===== src/rtl/mem_ctrl_pkg.sv =====
// -----------------------------------------------------------------------------
// mem_ctrl_pkg
//   Shared definitions for the SRAM data-memory responder (sram_ctrl).
//   - state_e            : access FSM states
//   - BASE_ADDR_DEFAULT  : byte address that maps onto SRAM word 0
//   - half-word select positions inside the 32-bit data word and the
//     half-word address
// -----------------------------------------------------------------------------
package mem_ctrl_pkg;

  // IDLE : waiting for a request (ready is combinational from the enables)
  // LO   : low half-word access in progress
  // HI   : high half-word access in progress
  // DONE : one-cycle release of the stalled instruction
  typedef enum logic [1:0] {
    IDLE = 2'd0,
    LO   = 2'd1,
    HI   = 2'd2,
    DONE = 2'd3
  } state_e;

  localparam int unsigned BASE_ADDR_DEFAULT = 1024;

  // Width of one SRAM access.
  localparam int HALF_W = 16;

  // Bit offsets of the two halves inside the 32-bit data word.
  localparam int LO_HALF_LSB = 0;
  localparam int HI_HALF_LSB = 16;

  // Values of the half-word address LSB for each half.
  localparam logic LO_HALF_SEL = 1'b0;
  localparam logic HI_HALF_SEL = 1'b1;

endpackage : mem_ctrl_pkg


===== src/rtl/sram_ctrl.sv =====
// -----------------------------------------------------------------------------
// sram_ctrl
//   Data-memory responder behind the MEM stage. Each 32-bit read or write is
//   carried out as two 16-bit accesses (low half, then high half) on an
//   external asynchronous SRAM. While an access is in flight `ready` is low so
//   the pipeline freezes; read data comes back on MEM_Out.
//
// Parameters
//   ADDR_W    : SRAM half-word address width
//   WAIT_CYC  : cycles per half-word phase (must be >= 2)
//   BASE_ADDR : byte address mapped onto SRAM word 0
//
// Ports
//   clk         in   pipeline clock, rising edge
//   rst         in   asynchronous reset, active-low
//   MEM_R_EN    in   read request
//   MEM_W_EN    in   write request (wins when both enables are high)
//   ALU_Res     in   byte address
//   Val_Rm      in   write data
//   MEM_Out     out  read data, registered
//   ready       out  high = no access in progress
//   SRAM_ADDR   out  half-word address, registered
//   SRAM_DQ_out out  write data to the pad, registered
//   SRAM_DQ_oe  out  pad output enable, registered
//   SRAM_DQ_in  in   read data from the pad
//   SRAM_WE_N   out  write strobe, active-low, registered
// -----------------------------------------------------------------------------
module sram_ctrl
  import mem_ctrl_pkg::*;
#(
  parameter int          ADDR_W    = 18,
  parameter int          WAIT_CYC  = 2,
  parameter int unsigned BASE_ADDR = BASE_ADDR_DEFAULT
) (
  input  logic              clk,
  input  logic              rst,
  input  logic              MEM_R_EN,
  input  logic              MEM_W_EN,
  input  logic [31:0]       ALU_Res,
  input  logic [31:0]       Val_Rm,
  output logic [31:0]       MEM_Out,
  output logic              ready,
  output logic [ADDR_W-1:0] SRAM_ADDR,
  output logic [15:0]       SRAM_DQ_out,
  output logic              SRAM_DQ_oe,
  input  logic [15:0]       SRAM_DQ_in,
  output logic              SRAM_WE_N
);

  localparam int CNT_W = $clog2(WAIT_CYC + 1);
  localparam logic [CNT_W-1:0] CNT_LAST = CNT_W'(WAIT_CYC - 1);

  // The write strobe needs at least one low cycle plus one high cycle per
  // phase so the address never moves while WE_N is low.
  if (WAIT_CYC < 2) begin : g_bad_wait_cyc
    $error("sram_ctrl: WAIT_CYC must be at least 2");
  end

  // ---------------------------------------------------------------------------
  // Address mapping: word = (ALU_Res - BASE_ADDR) >> 2 in 32-bit modulo
  // arithmetic. Keeping only the ADDR_W-1 word bits lets the half-select bit
  // be appended later, which is the same as truncating {word, half}.
  // ---------------------------------------------------------------------------
  logic [31:0]       offs;
  logic [ADDR_W-2:0] req_word;
  logic              unused_addr_bits;

  assign offs             = ALU_Res - 32'(BASE_ADDR);
  assign req_word         = offs[ADDR_W:2];
  assign unused_addr_bits = ^{offs[31:ADDR_W+1], offs[1:0]};

  // ---------------------------------------------------------------------------
  // State
  // ---------------------------------------------------------------------------
  state_e            state_q,     state_d;
  logic [CNT_W-1:0]  cnt_q,       cnt_d;
  logic              is_wr_q,     is_wr_d;
  logic [ADDR_W-2:0] word_q,      word_d;
  logic [31:0]       wdata_q,     wdata_d;
  logic [31:0]       mem_out_q,   mem_out_d;
  logic [ADDR_W-1:0] sram_addr_q, sram_addr_d;
  logic [15:0]       dq_out_q,    dq_out_d;
  logic              dq_oe_q,     dq_oe_d;
  logic              we_n_q,      we_n_d;

  logic              req;
  logic              phase_last;

  assign req        = MEM_R_EN | MEM_W_EN;
  assign phase_last = (cnt_q == CNT_LAST);

  always_comb begin
    state_d     = state_q;
    cnt_d       = cnt_q;
    is_wr_d     = is_wr_q;
    word_d      = word_q;
    wdata_d     = wdata_q;
    mem_out_d   = mem_out_q;
    sram_addr_d = sram_addr_q;
    dq_out_d    = dq_out_q;
    dq_oe_d     = 1'b0;
    we_n_d      = 1'b1;

    // -------------------------------------------------------------------------
    // Sequencing and read-data capture
    // -------------------------------------------------------------------------
    case (state_q)
      IDLE: begin
        if (req) begin
          state_d = LO;
          cnt_d   = '0;
          is_wr_d = MEM_W_EN;
          word_d  = req_word;
          wdata_d = Val_Rm;
        end
      end

      LO: begin
        if (phase_last) begin
          state_d = HI;
          cnt_d   = '0;
          // Sample at the edge that ends the last LO cycle.
          if (!is_wr_q) begin
            mem_out_d[LO_HALF_LSB +: HALF_W] = SRAM_DQ_in;
          end
        end else begin
          cnt_d = cnt_q + 1'b1;
        end
      end

      HI: begin
        if (phase_last) begin
          state_d = DONE;
          cnt_d   = '0;
          if (!is_wr_q) begin
            mem_out_d[HI_HALF_LSB +: HALF_W] = SRAM_DQ_in;
          end
        end else begin
          cnt_d = cnt_q + 1'b1;
        end
      end

      // The enables seen here still belong to the instruction just served,
      // so they are deliberately ignored.
      DONE: begin
        state_d = IDLE;
      end

      default: begin
        state_d = IDLE;
        cnt_d   = '0;
      end
    endcase

    // -------------------------------------------------------------------------
    // Pad drive for the coming cycle. All pin outputs are registered, so they
    // are derived from the next state/counter rather than the current one.
    // -------------------------------------------------------------------------
    if (state_d == LO || state_d == HI) begin
      sram_addr_d = {word_d, (state_d == HI) ? HI_HALF_SEL : LO_HALF_SEL};
      if (is_wr_d) begin
        dq_oe_d  = 1'b1;
        dq_out_d = (state_d == HI) ? wdata_d[HI_HALF_LSB +: HALF_W]
                                   : wdata_d[LO_HALF_LSB +: HALF_W];
        // Strobe low for all but the last cycle of the phase.
        we_n_d   = (cnt_d == CNT_LAST);
      end
    end
  end

  always_ff @(posedge clk or negedge rst) begin
    if (!rst) begin
      state_q     <= IDLE;
      cnt_q       <= '0;
      is_wr_q     <= 1'b0;
      word_q      <= '0;
      wdata_q     <= '0;
      mem_out_q   <= '0;
      sram_addr_q <= '0;
      dq_out_q    <= '0;
      dq_oe_q     <= 1'b0;
      we_n_q      <= 1'b1;
    end else begin
      state_q     <= state_d;
      cnt_q       <= cnt_d;
      is_wr_q     <= is_wr_d;
      word_q      <= word_d;
      wdata_q     <= wdata_d;
      mem_out_q   <= mem_out_d;
      sram_addr_q <= sram_addr_d;
      dq_out_q    <= dq_out_d;
      dq_oe_q     <= dq_oe_d;
      we_n_q      <= we_n_d;
    end
  end

  // ---------------------------------------------------------------------------
  // Outputs
  // ---------------------------------------------------------------------------
  // In IDLE the stall must appear in the same cycle the request does, hence
  // the combinational term; DONE releases the pipeline.
  always_comb begin
    ready = 1'b0;
    case (state_q)
      IDLE:    ready = !req;
      DONE:    ready = 1'b1;
      default: ready = 1'b0;
    endcase
  end

  assign MEM_Out     = mem_out_q;
  assign SRAM_ADDR   = sram_addr_q;
  assign SRAM_DQ_out = dq_out_q;
  assign SRAM_DQ_oe  = dq_oe_q;
  assign SRAM_WE_N   = we_n_q;

endmodule : sram_ctrl


===== config.mk =====
export PLATFORM = sky130hd
export DESIGN_NAME = sram_ctrl
export DESIGN_NICKNAME = d
export VERILOG_FILES = /design/src/rtl/mem_ctrl_pkg.sv /design/src/rtl/sram_ctrl.sv
export SDC_FILE = /design/constraint.sdc
export NUM_CORES = 1
export LEC_CHECK = 0
export CORE_AREA = 2 2 99 101
export DETAILED_ROUTE_END_ITERATION = 12
export DIE_AREA = 0 0 101 103
export DONT_BUFFER_PORTS = 1
export PLACE_DENSITY_LB_ADDON = 0.05
export SKIP_CTS_REPAIR_TIMING = 1
export SLEW_MARGIN = 20
export SYNTH_ARGS = -nofsm -noshare
export SYNTH_HDL_FRONTEND = slang
export SYNTH_SLANG_ARGS = --single-unit

===== constraint.sdc =====
create_clock -name clk -period 2.9 [get_ports clk]
set_input_delay 0.58 -clock clk [delete_from_list [all_inputs] [get_ports clk]]
set_output_delay 0.58 -clock clk [all_outputs]
set_load 0.1 [all_outputs]

==> flow_summary.yaml <==
logic_synthesis:
  syn_area_per_cell_sq_um: 12.41
  yosysTopAreaCell: "dfrtp_1"
  synth_area_leaders: "dfrtp_1 (58%), mux2_2 (12%), nand2_1 (9.5%)"
  ys_warn_count: 0
  synth.most_common_cell: "nand2_1"
  synthesis.nets: 514
  synth_enable_flop_cells: 0
  syn_inst: 423
  ys_ff_latch: 122
  ys_top_cells_by_count: "nand2_1 (133), dfrtp_1 (121), mux2_2 (54)"
  synth_cell_types: 39
  yosysTopAreaCellShare_pct: 57.67
  ys.flop_type: "dfrtp_1"
  synthArstFlopShare_pct: 100.0
  synth_area_sq_um: 5250
  ys_seq_area_share_pct: 58.17
final_layout:
  area_delta_synth_final_pct: 14.54
  final_nets: 525
  drive_above_1_share_pct: 26.85
  final_cells: 561
  antenna_cells: 0
global_route:
  grt_overflow: 0
  grt_max_degree: 123
  gr-usage-all-layers_pct: 19.99
  grt_pass1_vias: 3261
  grt_first_pass_wirelength_microns: 15860
  antenna_found_initial: 0
timing:
  fmax_ghz: 0.3920
  setup_viol: 0
  finalSetupTns_ns: 0
  clock_skew_ns: 0.006692
  final_max_slew_viol_count: 0
  rsz0062_at_grt: "no"
  fin_ws_ns: 0.3488
  holdWs_ns: -0.2302
  period_needed_ns: 2.551
  hold_violations: 122
  fin_crit_sh_pct: 87.97
  max_slew_margin_pct: 37.35
  worst_slew_pin_slew_ns: 0.9398
floorplan:
  die_w_microns: 101
  die_area_sq_um: 10400
  ios: 153
  core_area_sq_um: 9459
  num_rows: 36
  initial_core_util_pct: 55.50
  die_h_microns: 103
setup_path:
  worst_ep_arrival_time_ns: 1.97
  r2r_cells: 9
  crit_path_start: "state_q[0]$_DFF_PN0_"
  rrSetupSlack_ns: 0.49
  crit_family: "buffers and inverters"
  worst-setup-path-type: "reg -> out"
  r2r_end: "SRAM_DQ_out[1]$_DFFE_PN0P_"
  slowest_stage: "dfrtp_1"
  regToRegStartpoint: "state_q[0]$_DFF_PN0_"
  cp.required_ns: 2.32
  path_buf_inv: 2
  endpoint_kind: "output port"
  worstPathCellList: "inv_1 > ha_1 > nor3b_2 > nor2_1 > nor2_2 > buf_4"
  worstPathMaxFanout: 4
  max_stage_delay_ns: 0.41
  cp-start-kind: "register"
placed_design:
  dp_hpwl_microns: 6501
  portBuffers: 0
  place_ws_ns: 0.3715
  dpl.cell_count: 529
  gp_congestion: 0.7735
detailed_routing:
  via_count: 3157
  dr.pass1.iters: 4
  drtIter0Drc: 125
  wirelength_microns: 10020
  viasPerCell: 5.627
  wl_per_cell_microns: 17.85
  antenna_left: 0
  drc: 0
clocking:
  path_clk_slew_ns: 0.06
  root_buffer: "clkbuf_8"
  h-tree-depth: 4
  cts_tree: "done"
  cts.sinks: 122
  clkLatencyLatePin_ns: 0.50
  cts-buffers-inserted: 17
  cts_max_path_buffers: 2
flow_run:
  cap_violations: 0
min_path:
  hold_path_class: "in -> async"
outcome:
  violations: "negative hold slack"
  status: "finished with violations"
## sequential cells by signal (all words and copies together) (netlist names)
register,cells
MEM_Out,32
wdata_q,32
SRAM_ADDR,18
word_q,17
SRAM_DQ_out,16
cnt_q,2
state_q,2
SRAM_DQ_oe,1
SRAM_WE_N,1
is_wr_q,1
## how the worst max path moves through the flow
stage / depth (start not counted) / slack, ns / endpoint
detailed placement: 9 / 0.37 / SRAM_DQ_out[6]$_DFFE_PN0P_
global route: 6 / 0.22 / ready
CTS: 6 / 0.15 / ready
finish: 6 / 0.35 / ready
global placement: 9 / 0.41 / SRAM_DQ_out[4]$_DFFE_PN0P_
floorplan: 10 / 0.10 / SRAM_DQ_out[8]$_DFFE_PN0P_
## metrics by stage
| step | instance area [sq um] | util [%] |
|---|---|---|
| finish | 6013 | 63.57 |
| detailed placement | 5391 | 57.00 |
| floorplan | 5253 | - |
| global placement | 5391 | 57.00 |
| global route | 6013 | 63.57 |
| CTS | 6008 | 63.52 |
## metal layers
| layer | up-vias | track usage [%] | part of all wire (%) |
|---|---|---|---|
| met4 | 0 | 8.836 | 1.3 |
| met3 | 15 | 7.458 | 7.8 |
| met2 | 106 | 32.46 | 48 |
| met5 | - | 0 | 0 |
| met1 | 1573 | 24.07 | 42 |
| li1 | 1463 | - | - |
## placed cells by master (no fill, tap or decap), types with 2 or more instances in the layout
master and count:
o31ai_1 2, clkbuf_8 3, o221ai_1 2, mux4_2 8, bufinv_16 4, nor3b_2 3
a31oi_1 2, inv_1 7, mux2_2 54, mux2_1 2, buf_4 11, a211o_1 2
ha_1 7, o21ai_0 7, clkbuf_16 16, clkinv_2 4, mux4_1 8, a21oi_1 6
nor2_1 9, clkinvlp_4 3, nor3_1 3, nand2b_1 5, xor2_1 2, nand2_1 133
mux2_4 6, dfrtp_1 121
## cell families after synthesis
logic type	count (synthesis)	synth area share, %
buffers and inverters	27	2.812
XOR/XNOR	3	0.5006
AO/OA/AOI/OAI	27	3.265
multiplexers	78	21.16
flip-flops	122	58.17
adder cells (fa/ha/maj)	7	1.668
AND/OR/NAND/NOR	159	12.42
## layout make-up
class	count	area [sq um]
clock inverter	12	171.4
fill	731	3446
sequential	122	3054
timing repair buffer	12	102.6
tap	114	142.6
inverter	7	26.28
multi-input combinational	274	2071
clock buffer	20	445.4
Power is not shown: default switching activity piles up to over one toggle a cycle in this logic, so the estimate is an artifact.
